**src/rtl/mix_columns_seq_if.sv**
```systemverilog
// Handshake and byte-unit bus for the mixColumns sequencer.
// The slave modport is the sequencer. The master modport is the surrounding datapath,
// which supplies the input state, the mixColumns unit result and the output ready.
interface mix_columns_seq_if;
  logic         in_valid;
  logic         in_ready;
  logic [127:0] state_in;
  logic         in_bypass;
  logic [1:0]   mc_row;
  logic [7:0]   mc_col0;
  logic [7:0]   mc_col1;
  logic [7:0]   mc_col2;
  logic [7:0]   mc_col3;
  logic [7:0]   mc_result;
  logic         out_valid;
  logic         out_ready;
  logic [127:0] state_out;
  logic         busy;

  modport slave (
    input  in_valid, state_in, in_bypass, mc_result, out_ready,
    output in_ready, mc_row, mc_col0, mc_col1, mc_col2, mc_col3,
           out_valid, state_out, busy
  );

  modport master (
    output in_valid, state_in, in_bypass, mc_result, out_ready,
    input  in_ready, mc_row, mc_col0, mc_col1, mc_col2, mc_col3,
           out_valid, state_out, busy
  );
endinterface

```
**src/rtl/mix_columns_seq.sv**
```systemverilog
// mixColumns sequencer: walks the 16 bytes of an AES state through an external
// combinational mixColumns byte unit, one byte per cycle, and assembles the result.
// A bypass request (final round) passes the state straight through to the output.
module mix_columns_seq #(
  parameter bit BYPASS_EN = 1'b1,
  parameter int BYTE_W    = 8
) (
  input logic              clk,
  input logic              rst,
  mix_columns_seq_if.slave bus
);

  if (BYTE_W != 8) begin : g_byte_w_check
    $error("mix_columns_seq: BYTE_W must be 8");
  end

  typedef enum logic [1:0] {
    ST_IDLE = 2'd0,
    ST_CALC = 2'd1,
    ST_DONE = 2'd2
  } state_e;

  state_e       state_q, state_d;
  logic [3:0]   idx_q, idx_d;
  logic [127:0] src_q, src_d;
  logic [127:0] out_q, out_d;
  logic         out_valid_q, out_valid_d;
  logic         in_ready_q, in_ready_d;
  logic         busy_q, busy_d;
  logic [1:0]   mc_row_q, mc_row_d;
  logic [7:0]   mc_col0_q, mc_col0_d;
  logic [7:0]   mc_col1_q, mc_col1_d;
  logic [7:0]   mc_col2_q, mc_col2_d;
  logic [7:0]   mc_col3_q, mc_col3_d;
  logic         bypass_s;

  // Byte k of a state lives at bits [127-8k -: 8]; (15-k)*8 is {~k, 3'b000}.
  function automatic logic [7:0] byte_at(input logic [127:0] s, input logic [3:0] k);
    byte_at = s[{~k, 3'b000} +: 8];
  endfunction

  assign bypass_s = BYPASS_EN ? bus.in_bypass : 1'b0;

  // Next-state logic: accept, per-byte capture of the unit result, output handshake.
  always_comb begin
    state_d     = state_q;
    idx_d       = idx_q;
    src_d       = src_q;
    out_d       = out_q;
    out_valid_d = 1'b0;
    case (state_q)
      ST_IDLE: begin
        if (bus.in_valid) begin
          src_d = bus.state_in;
          idx_d = 4'd0;
          if (bypass_s) begin
            out_d   = bus.state_in;
            state_d = ST_DONE;
          end else begin
            state_d = ST_CALC;
          end
        end else begin
          state_d = ST_IDLE;
        end
      end
      ST_CALC: begin
        out_d[{~idx_q, 3'b000} +: 8] = bus.mc_result;
        idx_d = idx_q + 4'd1;
        if (idx_q == 4'd15) begin
          state_d = ST_DONE;
        end else begin
          state_d = ST_CALC;
        end
      end
      ST_DONE: begin
        // out_valid rises one cycle after entering DONE; the transfer needs it high.
        if (out_valid_q && bus.out_ready) begin
          state_d     = ST_IDLE;
          out_valid_d = 1'b0;
        end else begin
          state_d     = ST_DONE;
          out_valid_d = 1'b1;
        end
      end
      default: begin
        state_d = ST_IDLE;
      end
    endcase
  end

  // Output decode from the next state so every output comes straight from a flop.
  always_comb begin
    in_ready_d = (state_d == ST_IDLE);
    busy_d     = (state_d != ST_IDLE);
    mc_row_d   = 2'd0;
    mc_col0_d  = 8'd0;
    mc_col1_d  = 8'd0;
    mc_col2_d  = 8'd0;
    mc_col3_d  = 8'd0;
    if (state_d == ST_CALC) begin
      mc_row_d  = idx_d[1:0];
      mc_col0_d = byte_at(src_d, {idx_d[3:2], 2'd0});
      mc_col1_d = byte_at(src_d, {idx_d[3:2], 2'd1});
      mc_col2_d = byte_at(src_d, {idx_d[3:2], 2'd2});
      mc_col3_d = byte_at(src_d, {idx_d[3:2], 2'd3});
    end else begin
      mc_row_d  = 2'd0;
    end
  end

  // State and output registers; reset aborts any operation in flight.
  always_ff @(posedge clk or posedge rst) begin
    if (rst) begin
      state_q     <= ST_IDLE;
      idx_q       <= 4'd0;
      src_q       <= 128'd0;
      out_q       <= 128'd0;
      out_valid_q <= 1'b0;
      in_ready_q  <= 1'b1;
      busy_q      <= 1'b0;
      mc_row_q    <= 2'd0;
      mc_col0_q   <= 8'd0;
      mc_col1_q   <= 8'd0;
      mc_col2_q   <= 8'd0;
      mc_col3_q   <= 8'd0;
    end else begin
      state_q     <= state_d;
      idx_q       <= idx_d;
      src_q       <= src_d;
      out_q       <= out_d;
      out_valid_q <= out_valid_d;
      in_ready_q  <= in_ready_d;
      busy_q      <= busy_d;
      mc_row_q    <= mc_row_d;
      mc_col0_q   <= mc_col0_d;
      mc_col1_q   <= mc_col1_d;
      mc_col2_q   <= mc_col2_d;
      mc_col3_q   <= mc_col3_d;
    end
  end

  assign bus.in_ready  = in_ready_q;
  assign bus.busy      = busy_q;
  assign bus.out_valid = out_valid_q;
  assign bus.state_out = out_q;
  assign bus.mc_row    = mc_row_q;
  assign bus.mc_col0   = mc_col0_q;
  assign bus.mc_col1   = mc_col1_q;
  assign bus.mc_col2   = mc_col2_q;
  assign bus.mc_col3   = mc_col3_q;

endmodule
```
**src/flat_wrapper.sv**
```systemverilog
// flat-port wrapper written by rule: the top's interface ports become plain ports
module mix_columns_seq_flat 
#(
  parameter bit BYPASS_EN = 1'b1,
  parameter int BYTE_W    = 8
)
  (clk, rst, bus_in_valid, bus_state_in, bus_in_bypass, bus_mc_result, bus_out_ready, bus_in_ready, bus_mc_row, bus_mc_col0, bus_mc_col1, bus_mc_col2, bus_mc_col3, bus_out_valid, bus_state_out, bus_busy);
  mix_columns_seq_if bus_i ();
  input logic clk;
  input logic rst;
  input wire logic [$bits(bus_i.in_valid)-1:0] bus_in_valid;
  input wire logic [$bits(bus_i.state_in)-1:0] bus_state_in;
  input wire logic [$bits(bus_i.in_bypass)-1:0] bus_in_bypass;
  input wire logic [$bits(bus_i.mc_result)-1:0] bus_mc_result;
  input wire logic [$bits(bus_i.out_ready)-1:0] bus_out_ready;
  output wire logic [$bits(bus_i.in_ready)-1:0] bus_in_ready;
  output wire logic [$bits(bus_i.mc_row)-1:0] bus_mc_row;
  output wire logic [$bits(bus_i.mc_col0)-1:0] bus_mc_col0;
  output wire logic [$bits(bus_i.mc_col1)-1:0] bus_mc_col1;
  output wire logic [$bits(bus_i.mc_col2)-1:0] bus_mc_col2;
  output wire logic [$bits(bus_i.mc_col3)-1:0] bus_mc_col3;
  output wire logic [$bits(bus_i.out_valid)-1:0] bus_out_valid;
  output wire logic [$bits(bus_i.state_out)-1:0] bus_state_out;
  output wire logic [$bits(bus_i.busy)-1:0] bus_busy;
  assign bus_i.in_valid = bus_in_valid;
  assign bus_i.state_in = bus_state_in;
  assign bus_i.in_bypass = bus_in_bypass;
  assign bus_i.mc_result = bus_mc_result;
  assign bus_i.out_ready = bus_out_ready;
  assign bus_in_ready = bus_i.in_ready;
  assign bus_mc_row = bus_i.mc_row;
  assign bus_mc_col0 = bus_i.mc_col0;
  assign bus_mc_col1 = bus_i.mc_col1;
  assign bus_mc_col2 = bus_i.mc_col2;
  assign bus_mc_col3 = bus_i.mc_col3;
  assign bus_out_valid = bus_i.out_valid;
  assign bus_state_out = bus_i.state_out;
  assign bus_busy = bus_i.busy;
  mix_columns_seq #(.BYPASS_EN(BYPASS_EN), .BYTE_W(BYTE_W)) u_core (.clk(clk), .rst(rst), .bus(bus_i));
endmodule
```
**config.mk**
```make
export PLATFORM = sky130hd
export DESIGN_NAME = mix_columns_seq_flat
export DESIGN_NICKNAME = d
export VERILOG_FILES = /design/src/rtl/mix_columns_seq_if.sv /design/src/rtl/mix_columns_seq.sv /design/src/flat_wrapper.sv
export SDC_FILE = /design/constraint.sdc
export NUM_CORES = 1
export LEC_CHECK = 0
export BUFFER_PORTS_ARGS = -buffer_cell sky130_fd_sc_hd__buf_2
export CAP_MARGIN = 10
export CORE_ASPECT_RATIO = 0.7
export CORE_MARGIN = 2
export CORE_UTILIZATION = 45
export CTS_CLUSTER_SIZE = 12
export DETAILED_ROUTE_END_ITERATION = 8
export GPL_ROUTABILITY_DRIVEN = 0
export MAX_ROUTING_LAYER = met4
export PLACE_DENSITY = 0.68
export RECOVER_POWER = 25
export SLEW_MARGIN = 20
export SYNTH_ARGS = -nofsm -noshare
export SYNTH_HDL_FRONTEND = slang
export SYNTH_SLANG_ARGS = --single-unit
```
**constraint.sdc**
```tcl
create_clock -name clk -period 13.1 [get_ports clk]
set_clock_uncertainty 0.1 [all_clocks]
set_input_delay 1.31 -clock clk [delete_from_list [all_inputs] [get_ports clk]]
set_output_delay 1.31 -clock clk [all_outputs]
set_load 0.005 [all_outputs]
```
==> results.ini, run 1 <==
[worst_setup_path]
cp-end-kind=asynchronous set/reset pin
path_max_fanout=87
setup.worst_path.class=in2async
worst_r2r_startpoint=u_core.state_q[0]
number_of_cell_instances_on_the_worst_register_to_register_path=6
reg2reg_setup_slack_ns=8.10
timing.critical_path.arrival_ns=6.54
r2r-end=u_core.bus.mc_col3[0]
cp_data_required_time_ns=12.79
critPathLaunchType=input pin

[floorplan]
fp-row-count=54
initial_utilization_pct=45.88
dieHeight_um=153.4
total_die_area_um2=33360
placeableCoreArea_um2=31280
ios=306
die_w_um=217.5

[clock_network]
cts.clk_slew.worst_paths_ns=0.06
cts_buffer_depth=3
clock_tree_from_tritoncts=done
ctsHoldBuffers=0
cts_htree_levels=1
cts_buffers=30
clock_insertion_delay_worst_skew_ns=0.56
cts-root-buf=clkbuf_16
clkSinkCount=299
ctsResizeCount=0
postCtsSetupBuffers=0

[synth]
ys_dominant_reg_cell=dfrtp_1
synth_seq_cells=299
syn-instance-count=1385
synth_warnings=0
synth.lib_cells_used.distinct=59
syn_area_per_cell_um2=10.36
synth_area_um2=14350
ys_async_sr_fraction_pct=100.0
synth_nets=1529
synth_enable_flop_cells=0
synth_seq_area_share_pct=52.14

[placement]
port_buffers=305
detailed_place.area_um2=16030
hpwlAfterDp_mm=31.43
dp_worst_setup_slack_ns=8.970

[layout]
final_nets=1761
seq_area_um2=7483
flow.area_growth_from_synthesis_pct=17.83
share_of_post_route_cells_with_drive_strength_above_1_pct=27.14
final_non_filler_cell_area_um2=16910
multiInputGateArea_um2=6297
layout.filler_cells=2816

[timing]
period_minus_slack_ns=6.848
holdWs_ns=0.3658
final_hold_viol_count=0
fin_crit_sh_pct=52.27
final-setup-viol-count=0
fin_tns_setup_ns=0
timing.final.ws_setup_ns=6.252
max_freq_ghz=0.1460
maxSlewHeadroom_pct=-164.9
slew_violations=430
rsz0062_at_grt=no
timing_worst_slew_pin_value_ns=3.952

[route]
detailroute.wirelength.met3_mm=4.123
routedWlPerCell_um=23.07
m1WireLength_mm=21.66
postRouteAntennaNets=0
via_count=11830
drt_drc_violations_left=0
drt-initial-drc-count=1240
via_density_per_instance=5.751
wl_met2_mm=20.64
drt_pre_antenna_iters=5
totalWireLength_mm=47.45
maxUsedRoutingLayer=met4

[worst_hold_path]
min_from=u_core.src_q[105]
min-delay-path-class=reg2reg
timing.hold.worst_path_depth=2
worst_hold_path.endpoint=u_core.src_q[105]

[global_route]
overflow=0
grt_pass1_wl_mm=71.33
first_global_vias=11540
initial_antenna_violation_count=0
grt_max_degree=114
aggregate_global_route_resource_usage_pct=28.96

[power_and_ir_drop]
static-leakage-power_nw=8.581
power.density_nw_per_um2=250.0
vdd_ir_drop_max_v=0.0001113
totalPowerFinal_mw=4.229

[job]
max-cap-violations=7

[run_status]
result_of_the_run=complete, but fails checks
violations=max-capacitance violations, max-slew violations

==> worst max-delay path, stage by stage <==
cell and delay, ns:
buf_2 0.10, clkinvlp_2 2.18, clkbuf_1 2.79
==> power breakdown <==
group	leakage (nW)	total, mW	internal (mW)	switching (mW)
Clock	0.457	0.841	0.485	0.357
Combinational	4.48	1.78	0.776	1.00
Sequential	3.64	1.61	1.36	0.254
Total	8.58	4.23	2.62	1.61
==> cells in the final DEF, fill, tap and decap left out, types with 6 or more instances in the layout <==
master,count
inv_1,14
buf_4,11
a22o_1,40
a32o_1,48
clkbuf_1,49
o32ai_1,15
mux2_2,80
o32ai_2,18
a211oi_1,33
a2bb2oi_1,8
a21oi_1,20
buf_2,271
nand2b_1,68
mux2i_1,64
clkbuf_16,31
o21ai_0,40
and3_1,19
clkbuf_8,6
dfrtp_1,298
nand2_1,411
a21o_1,8
a221o_1,16
nor2_1,6
==> stage by stage <==
stage               std cells  util [%]
finish                   2057     54.07
global route             2056     54.06
global placement         2004     51.24
floorplan                1385         -
detailed placement       2004     51.24
CTS                      2055     54.24
==> synth_stat cells (3+ instances only) <==
library cell / number / area, um2
nor2_1: 7 / 26.28
nor2b_1: 4 / 25.02
and3b_1: 3 / 26.28
o32ai_1: 15 / 131.4
inv_1: 15 / 56.30
o21ai_1: 3 / 15.01
a221o_1: 16 / 160.2
nand2b_1: 68 / 425.4
a211oi_1: 33 / 247.7
a32o_1: 48 / 480.5
dfrtp_1: 298 / 7457
o21ai_0: 40 / 200.2
clkbuf_1: 81 / 304.0
ha_1: 3 / 37.54
mux2_2: 80 / 900.9
a21o_1: 8 / 60.06
a22o_1: 40 / 350.3
o31ai_4: 5 / 106.4
a21oi_1: 20 / 100.1
buf_1: 13 / 48.80
buf_2: 19 / 95.09
o32ai_2: 18 / 292.8
nand2_1: 410 / 1539
o21ai_2: 3 / 26.28
and2_1: 4 / 25.02
and3_1: 19 / 118.9
mux2i_1: 64 / 640.6
buf_4: 4 / 30.03
a2bb2oi_1: 8 / 70.07
==> final cells by class <==
type / count / area share (%)
Clock buffer: 49 / 5.341
Multi-Input combinational cell: 950 / 37.23
Sequential cell: 299 / 44.24
Tap cell: 420 / 3.107
Inverter: 15 / 0.3403
Antenna cell: 1 / 0.01480
Timing Repair Buffer: 321 / 9.513
Clock inverter: 2 / 0.2071
==> registers in the layout, indices dropped and copies added (netlist names) <==
register	cells
u_core.bus.mc_row	2
u_core.src_q	128
u_core.bus.mc_col2	8
u_core.bus.out_valid	1
u_core.bus.in_ready	1
u_core.bus.mc_col0	8
u_core.bus.state_out	128
u_core.bus.busy	1
u_core.bus.mc_col1	8
u_core.bus.mc_col3	8
u_core.state_q	2
u_core.idx_q	4
==> layer usage <==
metal  track usage, %  vias to the layer above
met3            6.368                       77
met5                -                        -
met4            6.393                        0
li1                 -                     5311
met1            42.55                     5931
met2            40.78                      511
==> logic make-up (layout without fill, tap and decap cells) <==
kind of cell	count (synthesis)	count (layout)	synth area share, %
buffers and inverters	136	387	4.106
xor gates and xnor gates	1	1	0.06103
AOI/OAI and AO/OA	271	271	16.61
DFF	299	299	52.14
adders and majority gates	3	3	0.2615
muxes	144	144	10.74
other	0	1	0
and+or+nand+nor	531	531	16.08
==> worst max path at each step <==
stage                       startpoint                  endpoint  slack, ns  cells after the start
after floorplan                    rst           u_core.bus.busy       3.43                      1
after global placement    bus_in_valid  u_core.bus.state_out[27]       8.96                      6
after detailed placement  bus_in_valid  u_core.bus.state_out[26]       8.97                      6
after CTS                 bus_in_valid  u_core.bus.state_out[26]       9.55                      6
after global routing               rst  u_core.bus.state_out[99]       5.10                      3
final                              rst  u_core.bus.state_out[99]       6.25                      3
Power figures use the tool's default switching activity.
==> inputs of run 2 (changes only) <==
==> constraint.sdc (replaced) <==
create_clock -name clk -period 7.2 [get_ports clk]
set_clock_uncertainty 0.1 [all_clocks]
set_input_delay 0.72 -clock clk [delete_from_list [all_inputs] [get_ports clk]]
set_output_delay 0.72 -clock clk [all_outputs]
set_load 0.005 [all_outputs]
==> results.ini, run 2 (synthesis gave the netlist of run 1 again) <==
[layout]
final_non_filler_cell_area_um2=16890  ; -0.13%
final_core_util_pct=54.00  ; -0.072 points
flow.area_growth_from_synthesis_pct=17.68
layout_commonest_cell=nand2_1
final_cell_mix=410 x nand2_1, 298 x dfrtp_1, 259 x buf_2
final_nets=1762  ; +0.057%
antenna_cells=0  ; -1
share_of_post_route_cells_with_drive_strength_above_1_pct=26.87  ; -0.27 points

[route]
via_density_per_instance=5.856  ; +1.8%
drt-initial-drc-count=1191  ; -4.0%
postRouteAntennaNets=0  ; unchanged
via_count=12000  ; +1.5%
routedWlPerCell_um=23.35  ; +1.3%
totalWireLength_mm=47.88  ; +0.91%
drt_pre_antenna_iters=5  ; unchanged
drt_drc_violations_left=0  ; unchanged

[global_route]
grt_max_degree=157  ; +38%
first_global_vias=11390  ; -1.3%
grt_pass1_wl_mm=71.62  ; +0.41%
initial_antenna_violation_count=0  ; unchanged
aggregate_global_route_resource_usage_pct=29.16  ; +0.21 points
overflow=0  ; unchanged

[clock_network]
clkSinkCount=299  ; unchanged
cts_buffer_depth=3  ; unchanged
clock_insertion_delay_worst_skew_ns=0.57  ; about the same
ctsHoldBuffers=0  ; unchanged
ctsResizeCount=0  ; unchanged
cts.clk_slew.worst_paths_ns=0.06  ; about the same
clock_tree_from_tritoncts=done
postCtsSetupBuffers=0  ; unchanged
cts_htree_levels=1  ; unchanged
cts_buffers=30  ; unchanged
cts-root-buf=clkbuf_16

[timing]
final-setup-viol-count=0  ; unchanged
maxSlewHeadroom_pct=-63.35  ; +100 points
slew_violations=85  ; -80%
max_freq_ghz=0.2652
timing.final.ws_setup_ns=3.430  ; -2.823 ns
period_minus_slack_ns=3.770
rsz0062_at_grt=no
fin_crit_sh_pct=52.37
final_hold_viol_count=0  ; unchanged
fin_tns_setup_ns=0  ; unchanged
timing_worst_slew_pin_value_ns=2.450  ; -1.502 ns

[floorplan]
dieHeight_um=153.4  ; unchanged
ios=306  ; unchanged
placeableCoreArea_um2=31280  ; unchanged
initial_utilization_pct=45.88  ; unchanged
die_w_um=217.5  ; unchanged
total_die_area_um2=33360  ; unchanged
fp-row-count=54  ; unchanged

[worst_setup_path]
timing.critical_path.arrival_ns=3.82  ; -2.72 ns
path_max_fanout=44  ; -49%
cp-end-kind=asynchronous set/reset pin
cp_data_required_time_ns=7.25  ; -5.54 ns
setup.worst_path.class=in2async
critPathLaunchType=input pin

[worst_hold_path]
min-delay-path-class=in2reg

[power_and_ir_drop]
vdd_ir_drop_max_v=0.0002283  ; +110%
static-leakage-power_nw=8.556  ; -0.29%
power.density_nw_per_um2=453.2  ; +81%

[placement]
port_buffers=305  ; unchanged
hpwlAfterDp_mm=32.31  ; +2.8%
detailed_place.area_um2=16050  ; +0.15%
dp_worst_setup_slack_ns=3.421  ; -5.549 ns

[run_status]
violations=max-capacitance violations, max-slew violations
result_of_the_run=complete, but fails checks

[job]
max-cap-violations=2  ; -5

## run 2: worst paths after layout
kind / start / endpoint / slack (ns) / cells past startpoint
hold / removal: bus_state_in[34] / u_core.src_q[34] / 0.26 / 3
setup / recovery: rst / u_core.src_q[37] / 3.43 / 3
setup reg to reg: u_core.state_q[0] / u_core.bus.state_out[45] / 3.61 / 6
min in group asynchronous: rst / u_core.src_q[5] / 0.56 / 2
hold reg to reg: u_core.src_q[104] / u_core.src_q[104] / 0.37 / 2
max in group clk: u_core.state_q[0] / u_core.bus.state_out[45] / 3.61 / 6
## run 2: layer usage
| metal | global-route usage [%] | vias to the layer above | routed length (um) |
|---|---|---|---|
| met1 | 44.10 | 5987 | 21760 |
| met3 | 5.592 | 74 | 4495 |
| li1 | - | 5310 | - |
| met2 | 40.23 | 633 | 20460 |
| met5 | - | - | 0 |
| met4 | 6.458 | 0 | 1163 |
## run 2: area by class of cell
| class | count | area, um2 |
|---|---|---|
| inverter | 15 | 57.56 |
| clock inverter | 3 | 40.04 |
| timing repair buffer | 322 | 1609 |
| clock buffer | 41 | 863.3 |
| multi-input combinational | 950 | 6312 |
| tap | 420 | 525.5 |
| fill | 2821 | 14390 |
| sequential | 299 | 7483 |
## run 2: power by group
| part | total, mW | leakage [nW] | internal (mW) | switching [mW] |
|---|---|---|---|---|
| Sequential | 2.94 | 3.64 | 2.47 | 0.472 |
| Clock | 1.50 | 0.446 | 0.856 | 0.644 |
| Combinational | 3.22 | 4.47 | 1.39 | 1.82 |
| Total | 7.65 | 8.56 | 4.71 | 2.94 |
## run 2: stage by stage
| stage | std cells | hold WS (ns) | total power [mW] |
|---|---|---|---|
| 2_1_floorplan | 1385 | 0.3369 | 4.995 |
| 3_3_place_gp | 2006 | 0.3478 | 6.078 |
| 3_5_place_dp | 2006 | 0.3530 | 6.174 |
| 4_1_cts | 2050 | 0.2348 | 7.698 |
| 5_1_grt | 2050 | 0.2490 | 8.129 |
| 6_report | 2050 | 0.2561 | 7.655 |
## run 2: critical path, stage by stage
cell and delay, ns:
buf_2 0.10, clkinvlp_2 1.10, clkbuf_1 1.83
